$ cat src/rtl/cache_ctrl_assoc.sv
// Sequencer for a 1- or 2-way write-back, write-allocate cache in front of a banked memory.
// Handles MRU victim choice, pipelined fill/evict beats, bank back-pressure and errors.
module cache_ctrl_assoc #(
  parameter int unsigned WAYS    = 2,
  parameter int unsigned SETS    = 256,
  parameter int unsigned IDX_W   = 8,
  parameter int unsigned BEATS   = 4,
  parameter int unsigned OFF_W   = 2,
  parameter int unsigned MEM_LAT = 2
) (
  input  logic             clk_i,
  input  logic             rst_ni,
  input  logic             rd_i,
  input  logic             wr_i,
  input  logic [IDX_W-1:0] index_i,
  input  logic [WAYS-1:0]  hit_i,
  input  logic [WAYS-1:0]  valid_i,
  input  logic [WAYS-1:0]  dirty_i,
  input  logic             cache_err_i,
  input  logic             mem_err_i,
  input  logic [BEATS-1:0] busy_i,
  output logic             comp_o,
  output logic             cache_wr_o,
  output logic [WAYS-1:0]  way_sel_o,
  output logic [OFF_W-1:0] word_off_o,
  output logic             mem_rd_o,
  output logic             mem_wr_o,
  output logic [OFF_W-1:0] mem_off_o,
  output logic             fill_src_o,
  output logic             done_o,
  output logic             cache_hit_o,
  output logic             err_o,
  output logic             stall_out_o
);

  typedef enum logic [2:0] {
    StIdle, StCmpHit, StAlloc, StEvict, StFill, StFinal, StDone, StErr
  } state_e;

  localparam logic [OFF_W:0]   NumBeats = (OFF_W + 1)'(BEATS);
  localparam logic [OFF_W-1:0] LastOff  = OFF_W'(BEATS - 1);

  state_e                        state_q, state_d;
  logic [OFF_W:0]                cnt_q, cnt_d;
  logic [OFF_W-1:0]              ret_q, ret_d;
  logic                          way_q, way_d;
  logic                          wr_q, wr_d;
  logic [IDX_W-1:0]              idx_q, idx_d;
  logic [SETS-1:0]               mru_q, mru_d;
  logic [MEM_LAT-1:0]            pvld_q, pvld_d;
  logic [MEM_LAT-1:0][OFF_W-1:0] poff_q, poff_d;

  logic            fault, hit_way, victim;
  logic [WAYS-1:0] hv;
  logic [OFF_W-1:0] k;

  assign fault   = cache_err_i | mem_err_i;
  assign hv      = hit_i & valid_i;
  assign hit_way = (WAYS > 1) ? ~hv[0] : 1'b0;
  assign k       = cnt_q[OFF_W-1:0];

  // Lowest invalid way first, otherwise the way that was not most recently used.
  always_comb begin
    if (WAYS == 1 || !valid_i[0]) victim = 1'b0;
    else if (!valid_i[WAYS-1])    victim = 1'b1;
    else                          victim = ~mru_q[idx_q];
  end

  always_comb begin
    state_d = state_q;
    cnt_d   = cnt_q;
    ret_d   = ret_q;
    way_d   = way_q;
    wr_d    = wr_q;
    idx_d   = idx_q;
    mru_d   = mru_q;
    pvld_d[0] = 1'b0;
    poff_d[0] = k;
    for (int unsigned i = 1; i < MEM_LAT; i++) begin
      pvld_d[i] = pvld_q[i-1];
      poff_d[i] = poff_q[i-1];
    end
    comp_o      = 1'b1;
    cache_wr_o  = 1'b0;
    way_sel_o   = '0;
    word_off_o  = '0;
    mem_rd_o    = 1'b0;
    mem_wr_o    = 1'b0;
    mem_off_o   = '0;
    fill_src_o  = 1'b0;
    done_o      = 1'b0;
    cache_hit_o = 1'b0;
    err_o       = 1'b0;
    stall_out_o = 1'b0;

    unique case (state_q)
      StIdle: begin
        cache_wr_o  = rst_ni & wr_i & (|hit_i);
        stall_out_o = rst_ni & (rd_i | wr_i);
        if (rd_i | wr_i) begin
          idx_d = index_i;
          wr_d  = wr_i;
        end
        if (rd_i & wr_i) begin
          state_d = StErr;
        end else if ((rd_i | wr_i) & (|hv)) begin
          state_d = StCmpHit;
          way_d   = hit_way;
        end else if (rd_i | wr_i) begin
          state_d = StAlloc;
        end
      end
      StCmpHit: begin
        way_sel_o = WAYS'(1) << way_q;
        if (fault) begin
          state_d = StErr;
        end else begin
          done_o        = 1'b1;
          cache_hit_o   = 1'b1;
          mru_d[idx_q]  = way_q;
          state_d       = StIdle;
        end
      end
      StAlloc: begin
        stall_out_o = 1'b1;
        cnt_d       = '0;
        ret_d       = '0;
        if (fault || (|(dirty_i & ~valid_i))) begin
          state_d = StErr;
        end else begin
          way_d   = victim;
          state_d = (dirty_i[victim] & valid_i[victim]) ? StEvict : StFill;
        end
      end
      StEvict: begin
        stall_out_o = 1'b1;
        comp_o      = 1'b0;
        way_sel_o   = WAYS'(1) << way_q;
        word_off_o  = k;
        mem_off_o   = k;
        if (fault) begin
          state_d = StErr;
        end else if (!busy_i[k]) begin
          mem_wr_o = 1'b1;
          if (k == LastOff) begin
            cnt_d   = '0;
            state_d = StFill;
          end else begin
            cnt_d = cnt_q + 1'b1;
          end
        end
      end
      StFill: begin
        stall_out_o = 1'b1;
        comp_o      = 1'b0;
        way_sel_o   = WAYS'(1) << way_q;
        mem_off_o   = k;
        if (fault) begin
          state_d = StErr;
        end else begin
          if (cnt_q < NumBeats && !busy_i[k]) begin
            mem_rd_o  = 1'b1;
            pvld_d[0] = 1'b1;
            cnt_d     = cnt_q + 1'b1;
          end
          if (pvld_q[MEM_LAT-1]) begin
            cache_wr_o = 1'b1;
            fill_src_o = 1'b1;
            word_off_o = poff_q[MEM_LAT-1];
            if (ret_q == LastOff) begin
              ret_d   = '0;
              cnt_d   = '0;
              state_d = StFinal;
            end else begin
              ret_d = ret_q + 1'b1;
            end
          end
        end
      end
      StFinal: begin
        stall_out_o = 1'b1;
        way_sel_o   = WAYS'(1) << way_q;
        if (fault) begin
          state_d = StErr;
        end else begin
          cache_wr_o = wr_q;
          state_d    = StDone;
        end
      end
      StDone: begin
        if (fault) begin
          state_d = StErr;
        end else begin
          done_o       = 1'b1;
          mru_d[idx_q] = way_q;
          state_d      = StIdle;
        end
      end
      StErr: begin
        err_o   = 1'b1;
        done_o  = 1'b1;
        state_d = StIdle;
      end
    endcase

    // Reads still in flight are dropped whenever the fill phase ends.
    if (state_d != StFill) pvld_d = '0;
  end

  always_ff @(posedge clk_i or negedge rst_ni) begin
    if (!rst_ni) begin
      state_q <= StIdle;
      cnt_q   <= '0;
      ret_q   <= '0;
      way_q   <= 1'b0;
      wr_q    <= 1'b0;
      idx_q   <= '0;
      mru_q   <= '0;
      pvld_q  <= '0;
      poff_q  <= '0;
    end else begin
      state_q <= state_d;
      cnt_q   <= cnt_d;
      ret_q   <= ret_d;
      way_q   <= way_d;
      wr_q    <= wr_d;
      idx_q   <= idx_d;
      mru_q   <= mru_d;
      pvld_q  <= pvld_d;
      poff_q  <= poff_d;
    end
  end

endmodule

$ cat config.mk
export PLATFORM = sky130hd
export DESIGN_NAME = cache_ctrl_assoc
export DESIGN_NICKNAME = d
export VERILOG_FILES = /design/src/rtl/cache_ctrl_assoc.sv
export SDC_FILE = /design/constraint.sdc
export NUM_CORES = 1
export LEC_CHECK = 0
export BUFFER_PORTS_ARGS = -buffer_cell sky130_fd_sc_hd__buf_4
export CORE_AREA = 4 4 167 234
export CTS_CLUSTER_SIZE = 16
export DETAILED_ROUTE_END_ITERATION = 7
export DIE_AREA = 0 0 171 238
export GPL_ROUTABILITY_DRIVEN = 1
export PLACE_DENSITY = 0.58
export REMOVE_ABC_BUFFERS = 1
export SETUP_SLACK_MARGIN = 0.15
export SLEW_MARGIN = 20
export SYNTH_ARGS = -nofsm -noshare
export SYNTH_HDL_FRONTEND = slang
export SYNTH_SLANG_ARGS = --single-unit
$ cat constraint.sdc
create_clock -name clk_i -period 3.6 [get_ports clk_i]
set_input_delay 0 -clock clk_i [delete_from_list [all_inputs] [get_ports clk_i]]
set_output_delay 0 -clock clk_i [all_outputs]
set_load 0.01 [all_outputs]
==> results of run 1 <==
final cells by class:
type                    count  area [µm²]
clock inverters            15       255.2
repair buffers            120        1041
well taps                 473       591.8
multi-input cells         879        7144
inverters                   7       26.28
flip-flops and latches    280        7019
clock buffers              38       819.5
fillers                  3479       20310
registers in the layout, indices dropped and copies added (netlist names):
register,count
mru_q,256
idx_q,8
cnt_q,3
state_q,3
poff_d,2
poff_q,2
pvld_q,2
ret_q,2
way_q,1
wr_q,1
cells by family after synthesis:
family	Yosys count	share of synthesized area [%]
multiplexers	353	31.70
adder cells (fa/ha/maj)	3	0.2557
buffers and inverters	97	3.665
AND/OR/NAND/NOR	441	12.41
flip-flops	280	47.73
AO/OA/AOI/OAI	82	4.236
routing by layer:
metal | global-route usage (%) | vias up | share of wire (%)
li1 | - | 4564 | -
met1 | 23.62 | 5186 | 42
met2 | 33.29 | 165 | 52
met3 | 1.873 | 69 | 3.0
met4 | 6.029 | 0 | 2.9
met5 | 0 | - | 0
worst register-to-register path: stages, from the launching register on:
cell,delay [ns]
dfrtp_4,0.65
buf_4,0.31
mux4_1,0.58
mux2i_1,0.15
o211ai_1,0.18
a41o_1,0.29
a311oi_2,0.37
nor3_1,0.12
a311oi_2,0.31
o2111a_1,0.23
path summary, 6_finish.rpt:
path	end	cells past startpoint	slack, ns	startpoint
worst min register to register	poff_q[3]$_DFF_PN0_	0	0.35	poff_d[3]$_DFF_PN0_
worst max-delay path	pvld_q[1]$_DFF_PN0_	9	0.34	idx_q[1]$_DFFE_PN0P_
min in group clk_i	cnt_q[2]$_DFFE_PN0P_	5	0.11	busy_i[0]
max in group asynchronous	mru_q[30]$_DFFE_PN0P_	3	2.45	rst_ni
worst max register to register	pvld_q[1]$_DFF_PN0_	9	0.34	idx_q[1]$_DFFE_PN0P_
worst min-delay path	mru_q[184]$_DFFE_PN0P_	2	0.10	rst_ni
synthesized netlist by cell type, types with 2 or more instances:
master and number:
mux4_2 37, a22o_1 8, and2_1 4, nor2_1 140
a221oi_1 2, o2111a_1 2, nor3_1 16, nor2b_1 16
a21boi_0 2, and3_1 5, a21oi_1 9, mux2i_1 31
nand4_1 4, mux2_2 265, inv_1 7, buf_2 7
a31oi_1 4, buf_4 9, buf_6 6, nand2b_1 11
mux4_1 20, dfrtp_1 280, a22oi_1 5, ha_1 3
buf_12 5, a211o_1 3, a311oi_2 3, clkbuf_1 59
buf_1 2, nand2_1 223, nand3_1 14, o31ai_1 2
o21ai_0 19, or2_2 3, o2111ai_1 5
metrics by stage:
stage	utilization (%)	area [µm²]	cells	setup TNS, ns
final	45.42	16900	1812	0
after global routing	45.42	16900	1812	0
after CTS	45.42	16900	1812	0
after detailed placement	41.91	15590	1736	0
after global placement	41.91	15590	1736	0
after floorplan	-	14170	1166	-62.54
report_power, final:
| part | total [µW] | switching, µW | internal (µW) | leakage (µW) |
|---|---|---|---|---|
| clock | 3390 | 1290 | 2100 | 0.000527 |
| sequential | 3730 | 364 | 3370 | 0.00388 |
| combinational | 3360 | 2130 | 1230 | 0.00337 |
| total | 10500 | 3790 | 6690 | 0.00777 |
timing repair:
| item | 4_1_cts | 5_1_grt |
|---|---|---|
| hold endpoints to repair | 114 | 0 |
| setup endpoints to repair | 0 | 0 |
| resized for setup | 0 | 0 |
| hold buffers | 23 | 0 |
==> results.toml, run 1 <==
[run_status]
status = "complete, no violations"

[min_path]
min_path_type = "input port to asynchronous set/reset pin"

[timing]
hold_ws_ns = 0.1049
final.setup.worst_slack_ns = 0.3432
max_freq_mhz = 307.0
maxSlewViolCount = 0
period_needed_ns = 3.257
rsz0062_at_grt = "false"
fin_worst_skew_ns = 0.01896
tightest_slew_ns = 0.8629
report.final.hold_viol_count = 0
slew_headroom_pct = 42.47
period_share_pct = 90.47
setup_violations = 0

[critical_path]
cp-end-kind = "flip-flop"
crit_path_top_delay_cell = "dfrtp_4"
cp_max_fo = 17
critical_path_class = "flip-flop to flip-flop"
crit_top_cell = "a311oi_2"
arrival_ns = 3.75
crit_buf_inv = 1
path_delay_family = "compound AO/OA/AOI/OAI gates"
startpoint_type = "flip-flop"
cp.required_ns = 4.09
crit_chain = "buf_4, mux4_1, mux2i_1, o211ai_1, a41o_1, a311oi_2, nor3_1, a311oi_2, o2111a_1"
crit_path_max_incr_delay_ns = 0.65

[job]
drv_cap = 0

[clock_network]
clkSinkCount = 280
htreeDepth = 1
cts_buffers = 29
cts.path.max_buffers = 3
clockRootBuffer = "clkbuf_16"
path_clk_slew_ns = 0.06
post-cts-setup-buffers = 0
clk_latency_ns = 0.56
cts_tree = "built"

[yosys]
synth-edff-count = 0
ys_ff_latch = 280
syn_inst = 1256
yosysUniqueCellTypes = 60
yosys_warnings = 0
yosysSeqAreaShare_pct = 47.73
netlist_area_mm2 = 0.01468
avgSynthCellArea_um2 = 11.69
async_flop_share_pct = 100.0
netlist.top_cell.by_area = "dfrtp_1"
synth_area_leaders = "dfrtp_1 48%, mux2_2 20%, nand2_1 5.7%"
yosysTopAreaCellShare_pct = 47.73
synth_flop_cell = "dfrtp_1"

[die]
core-area_mm2 = 0.03721
num_io_pins = 39
dieArea_mm2 = 0.04070
die_h_um = 238
start_util_pct = 39.45
die_w_um = 171
rows = 84

[power_and_ir_drop]
p_total_uw = 10480
peakVddDrop_mv = 0.4680
p_leak_uw = 0.007773
p_per_area_mw_per_mm2 = 620.1

[global_route]
grt_pass1_wl_mm = 60.58
antenna_found_initial = 0
gr-total-overflow = 0
grt.total_usage_pct = 18.63
grt_pass1_vias = 10490
grt_max_degree = 172

[final_layout]
drive_gt1_share_pct = 34.65
syn_to_final_growth_pct = 15.11
final_nets = 1344
final_common_cell = "dfrtp_1"
layout_common_cells = "276 x dfrtp_1, 265 x mux2_2, 223 x nand2_1, 140 x nor2_1, 90 x buf_4"
antenna_cells = 0

[drt]
first_pass_iters = 5
via_count = 9984
wl_mm = 37.75
drtIter0Drc = 737
routedWlPerCell_um = 20.83
postRouteAntennaNets = 0
drc = 0
routed_via_density = 5.510

[placed_design]
io_buffers = 38
finalWeightedCongestion = 0.8254
place_ws_ns = 0.3434
post-dp-hpwl_mm = 25.08
No activity file was read; power rests on OpenSTA's default activity.
==> run 2: changes to the inputs <==
Clock period 3.6 ns to 3.85 ns, I/O delays scaled along.
==> run 2 against run 1 <==
  * Register-to-register slack gained 0.09 ns
  * Sequential share of layout area increased by 0.46 points
  * Utilization is 0.49 points lower
  * Clock power down 14%
  * Routed wire length increased by 0.63%
  * Total power fell by 9.5%
  * Non-clock buffer count fell by 10
  * Critical endpoint unchanged
==> results.toml, run 2 (same netlist as run 1, synthesis figures left out) <==
[placed_design]
io_buffers = 38
finalWeightedCongestion = 0.8442
post-dp-hpwl_mm = 25.23
place_ws_ns = 0.4038
placed_area_mm2 = 0.01550
dp.cells = 1727

[drt]
routed_via_density = 5.522
drc = 0
drtIter0Drc = 655
first_pass_iters = 6
postRouteAntennaNets = 0
routedWlPerCell_um = 21.09
via_count = 9945
wl_mm = 37.99

[clock_network]
cts_tree = "built"
clk_latency_ns = 0.56
post-cts-setup-buffers = 0
hold_buffers = 22
htreeDepth = 1
clkSinkCount = 280
cts_buffers = 28
path_clk_slew_ns = 0.06
cts_resized = 0
cts.path.max_buffers = 3
clockRootBuffer = "clkbuf_16"

[die]
core-area_mm2 = 0.03721
start_util_pct = 39.45
die_w_um = 171
die_h_um = 238
num_io_pins = 39
rows = 84
dieArea_mm2 = 0.04070

[critical_path]
cp-end-kind = "flip-flop"
startpoint_type = "flip-flop"
reg2reg_from = "idx_q[1]$_DFFE_PN0P_"
rr_worst_depth = 9
r2r_slack_ns = 0.43
cp.required_ns = 4.35
r2r_end = "pvld_q[1]$_DFF_PN0_"
critical_path_class = "flip-flop to flip-flop"
cp_max_fo = 32
arrival_ns = 3.92

[power_and_ir_drop]
p_per_area_mw_per_mm2 = 567.1
combinationalPowerShare_pct = 29.7
power_frac_clock_pct = 31.0
switching_share_pct = 36.59
peakVddDrop_mv = 0.3270
intPower_uw = 6010
p_seq_share_pct = 39.3
p_switching_uw = 3468
p_leak_uw = 0.007688

[global_route]
gr-total-overflow = 0
grt_pass1_vias = 10510
grt_pass1_wl_mm = 61.33
grt_max_degree = 98
grt.total_usage_pct = 18.93
antenna_found_initial = 0

[final_layout]
layout_common_cells = "276 x dfrtp_1, 265 x mux2_2, 223 x nand2_1, 140 x nor2_1, 83 x buf_4"
largest_reg_flops = 256
antenna_cells = 0
final_nets = 1333
stdcell_count = 1801
fin_util_pct = 44.92
drive_gt1_share_pct = 33.96
largest_registers = "mru_q x256, idx_q x8"
syn_to_final_growth_pct = 13.86
design_area_mm2 = 0.01671
top_register = "mru_q"
final_common_cell = "dfrtp_1"

[timing]
period_needed_ns = 3.421
rsz0062_at_grt = "false"
fin_worst_skew_ns = 0.01330
max_freq_mhz = 292.3
maxSlewViolCount = 0
finalSetupTns_ns = 0
period_share_pct = 88.85
final.setup.worst_slack_ns = 0.4293
tightest_slew_ns = 0.9491
slew_headroom_pct = 36.72
report.final.hold_viol_count = 0
setup_violations = 0

[job]
drv_cap = 0

[min_path]
min_path_type = "input port to asynchronous set/reset pin"

[run_status]
status = "complete, no violations"
## run 2: worst max-delay path by stage
stage | depth (start not counted) | slack, ns | from | endpoint
2_1_floorplan | 7 | -0.85 | idx_q[1]$_DFFE_PN0P_ | pvld_q[1]$_DFF_PN0_
3_3_place_gp | 9 | 0.42 | idx_q[1]$_DFFE_PN0P_ | pvld_q[1]$_DFF_PN0_
3_5_place_dp | 9 | 0.40 | idx_q[1]$_DFFE_PN0P_ | pvld_q[1]$_DFF_PN0_
4_1_cts | 9 | 0.39 | idx_q[1]$_DFFE_PN0P_ | pvld_q[1]$_DFF_PN0_
5_1_grt | 9 | 0.27 | idx_q[1]$_DFFE_PN0P_ | state_q[0]$_DFF_PN0_
6_report | 9 | 0.43 | idx_q[1]$_DFFE_PN0P_ | pvld_q[1]$_DFF_PN0_
## run 2: layout make-up
| type | count | area [µm²] |
|---|---|---|
| fill | 3433 | 20490 |
| multi-input combinational | 879 | 7144 |
| sequential | 280 | 7019 |
| timing repair buffer | 110 | 938.4 |
| clock buffer | 44 | 872.1 |
| tap | 473 | 591.8 |
| clock inverter | 8 | 121.4 |
| inverter | 7 | 26.28 |
## run 2: power groups by stage
stage	clock network [µW]	logic, µW	registers, µW
2_1_floorplan	0	1420	3850
3_3_place_gp	0	2770	3780
3_5_place_dp	0	2790	3780
4_1_cts	3000	2830	3730
5_1_grt	3110	3050	3780
6_report	2930	2820	3730
## run 2: layer usage
layer,GRT usage [%],share of wire (%)
met3,1.690,3.1
met5,0,0
met2,34.53,53
met1,23.91,41
met4,5.237,2.5
## run 2: worst max-delay path: stages, from the launching register on
cell and delay (ns):
dfrtp_4 0.80, buf_4 0.37, mux4_1 0.61, mux2i_1 0.23, nand3_1 0.13, o2111a_1 0.17
a211oi_2 0.35, nor3_1 0.12, a311oi_2 0.31, o2111a_1 0.23
## run 2: through the flow
step           hold WS (ns)  power, µW
2_1_floorplan       -0.2956       5277
3_5_place_dp        0.09158       6569
4_1_cts             0.07136       9554
3_3_place_gp        0.08063       6550
5_1_grt              0.1281       9939
6_report            0.03320       9478
==> run 3: changes to the inputs <==
Settings changed: BUFFER_PORTS_ARGS -buffer_cell sky130_fd_sc_hd__buf_4 to not set, DONT_BUFFER_PORTS set to 1, PLACE_DENSITY 0.58 to 0.57.
==> run 3 against run 2 <==
  * The run now ends with hold timing left
  * Clock-buffer cell count grew 2
  * Non-clock buffer count is 39 lower
  * Total power is 1.9% lower
  * Critical path depth unchanged
  * Clock power down 2%
  * Worst setup slack lost 0.096 ns
  * Final area fell by 1.8%
  * Die area stayed put
  * Critical path type unchanged
==> results.toml, run 3 (same netlist as run 1, synthesis figures left out) <==
[power_and_ir_drop]
peakVddDrop_mv = 0.4573
p_leak_uw = 0.007474
p_per_area_mw_per_mm2 = 566.5

[clock_network]
htreeDepth = 1
cts_resized = 0
hold_buffers = 24
path_clk_slew_ns = 0.06
clk_latency_ns = 0.58
post-cts-setup-buffers = 0
cts_buffers = 30
clockRootBuffer = "clkbuf_16"
cts_tree = "built"
cts.path.max_buffers = 3
clkSinkCount = 280

[die]
num_io_pins = 39
rows = 84
core-area_mm2 = 0.03721
die_h_um = 238
dieArea_mm2 = 0.04070
die_w_um = 171
start_util_pct = 39.45

[run_status]
violations = "hold timing"
status = "finished, violations left"

[drt]
wl_mm = 36.91
postRouteAntennaNets = 0
via_count = 9691
drtIter0Drc = 788
routedWlPerCell_um = 20.91
first_pass_iters = 7
routed_via_density = 5.491
drc = 0

[min_path]
min_path_type = "input port to asynchronous set/reset pin"

[final_layout]
num-fill-cells = 3439
largest_registers = "mru_q x256, idx_q x8"
syn_to_final_growth_pct = 11.77
top_register = "mru_q"
final_common_cell = "dfrtp_1"
largest_reg_flops = 256
fin_util_pct = 44.10
stdcell_count = 1765
drive_gt1_share_pct = 31.76
layout_common_cells = "276 x dfrtp_1, 265 x mux2_2, 223 x nand2_1, 140 x nor2_1, 43 x buf_4"
final_nets = 1296

[critical_path]
crit_buf_inv = 1
r2r_slack_ns = 0.33
crit_path_top_delay_cell = "dfrtp_4"
cp-end-kind = "flip-flop"
crit_top_cell = "a311oi_2"
crit_path_max_incr_delay_ns = 0.79
startpoint = "idx_q[1]$_DFFE_PN0P_"
crit_chain = "buf_12, mux4_2, a31oi_1, o211ai_1, a41o_1, a311oi_2, nor3_1, a311oi_2, o21ai_0"
reg2reg_from = "idx_q[1]$_DFFE_PN0P_"
cp_max_fo = 30
path_delay_family = "compound AO/OA/AOI/OAI gates"
cp.required_ns = 4.28
critical_path_class = "flip-flop to flip-flop"
arrival_ns = 3.94
startpoint_type = "flip-flop"

[placed_design]
place_ws_ns = 0.3528
dp.cells = 1686
finalWeightedCongestion = 0.8434
io_buffers = 0
post-dp-hpwl_mm = 23.74

[timing]
setup_violations = 0
fin_worst_skew_ns = 0.01609
finalSetupTns_ns = 0
final.setup.worst_slack_ns = 0.3331
period_share_pct = 91.35
slew_headroom_pct = 40.37
hold_ws_ns = -0.8551
max_freq_mhz = 284.3
period_needed_ns = 3.517
tightest_slew_ns = 0.8945
maxSlewViolCount = 0
rsz0062_at_grt = "false"
report.final.hold_viol_count = 280

[global_route]
gr-total-overflow = 0
grt_pass1_wl_mm = 58.71
grt.total_usage_pct = 18.13
grt_max_degree = 283
grt_pass1_vias = 10030
antenna_found_initial = 1

[job]
drv_cap = 0
## run 3: cell count changes in the layout (fill, tap and decap cells not counted), moves of 2 or more
cell | before | now
dlygate4sd3_1 | 22 | 24
clkbuf_1 | 6 | 8
buf_4 | 83 | 43
bufinv_16 | 3 | 1
## run 3: final cells by class
cell class                      count  area (µm²)  share of cell area (%)
Clock inverter                      8       88.84                  0.5414
Multi-Input combinational cell    879        7144                   43.54
Antenna cell                        1       2.502                 0.01525
Inverter                            7       26.28                  0.1601
Tap cell                          473       591.8                   3.607
Timing Repair Buffer               71       643.1                   3.920
Clock buffer                       46       890.9                   5.430
Sequential cell                   280        7019                   42.78
## run 3: layer usage
metal | wire (µm) | up-vias | share of wire (%) | GRT usage (%)
met5 | 0 | - | 0 | 0
met4 | 952 | 0 | 2.6 | 5.309
met3 | 1246 | 52 | 3.4 | 1.922
met2 | 19300 | 171 | 52 | 32.13
met1 | 15410 | 5002 | 42 | 23.44
li1 | - | 4466 | - | -
## run 3: power breakdown
| part | internal (µW) | leakage (µW) | switching, µW |
|---|---|---|---|
| combinational | 1050 | 0.00312 | 1770 |
| clock | 1660 | 0.000480 | 1210 |
| sequential | 3150 | 0.00388 | 447 |
| total | 5860 | 0.00747 | 3430 |
## run 3: worst register-to-register path: stages, from the launching register on
cell and delay, ns:
dfrtp_4 0.79, buf_12 0.32, mux4_2 0.52, a31oi_1 0.30, o211ai_1 0.23, a41o_1 0.28, a311oi_2 0.34, nor3_1 0.11
a311oi_2 0.33, o21ai_0 0.14
## run 3: metrics by stage
stage               instance area [µm²]  total power, µW
detailed placement                15180             6426
global placement                  15180             6388
floorplan                         14170             5277
global route                      16410             9759
finish                            16410             9295
CTS                               16400             9371
## run 3: worst paths after layout
kind	to	cells after the start
hold / removal	mru_q[140]$_DFFE_PN0P_	0
min in group clk_i	pvld_q[1]$_DFF_PN0_	4
max in group asynchronous	way_q$_DFFE_PN0P_	0
setup / recovery	state_q[0]$_DFF_PN0_	9
hold reg to reg	poff_q[2]$_DFF_PN0_	0
setup reg to reg	state_q[0]$_DFF_PN0_	9
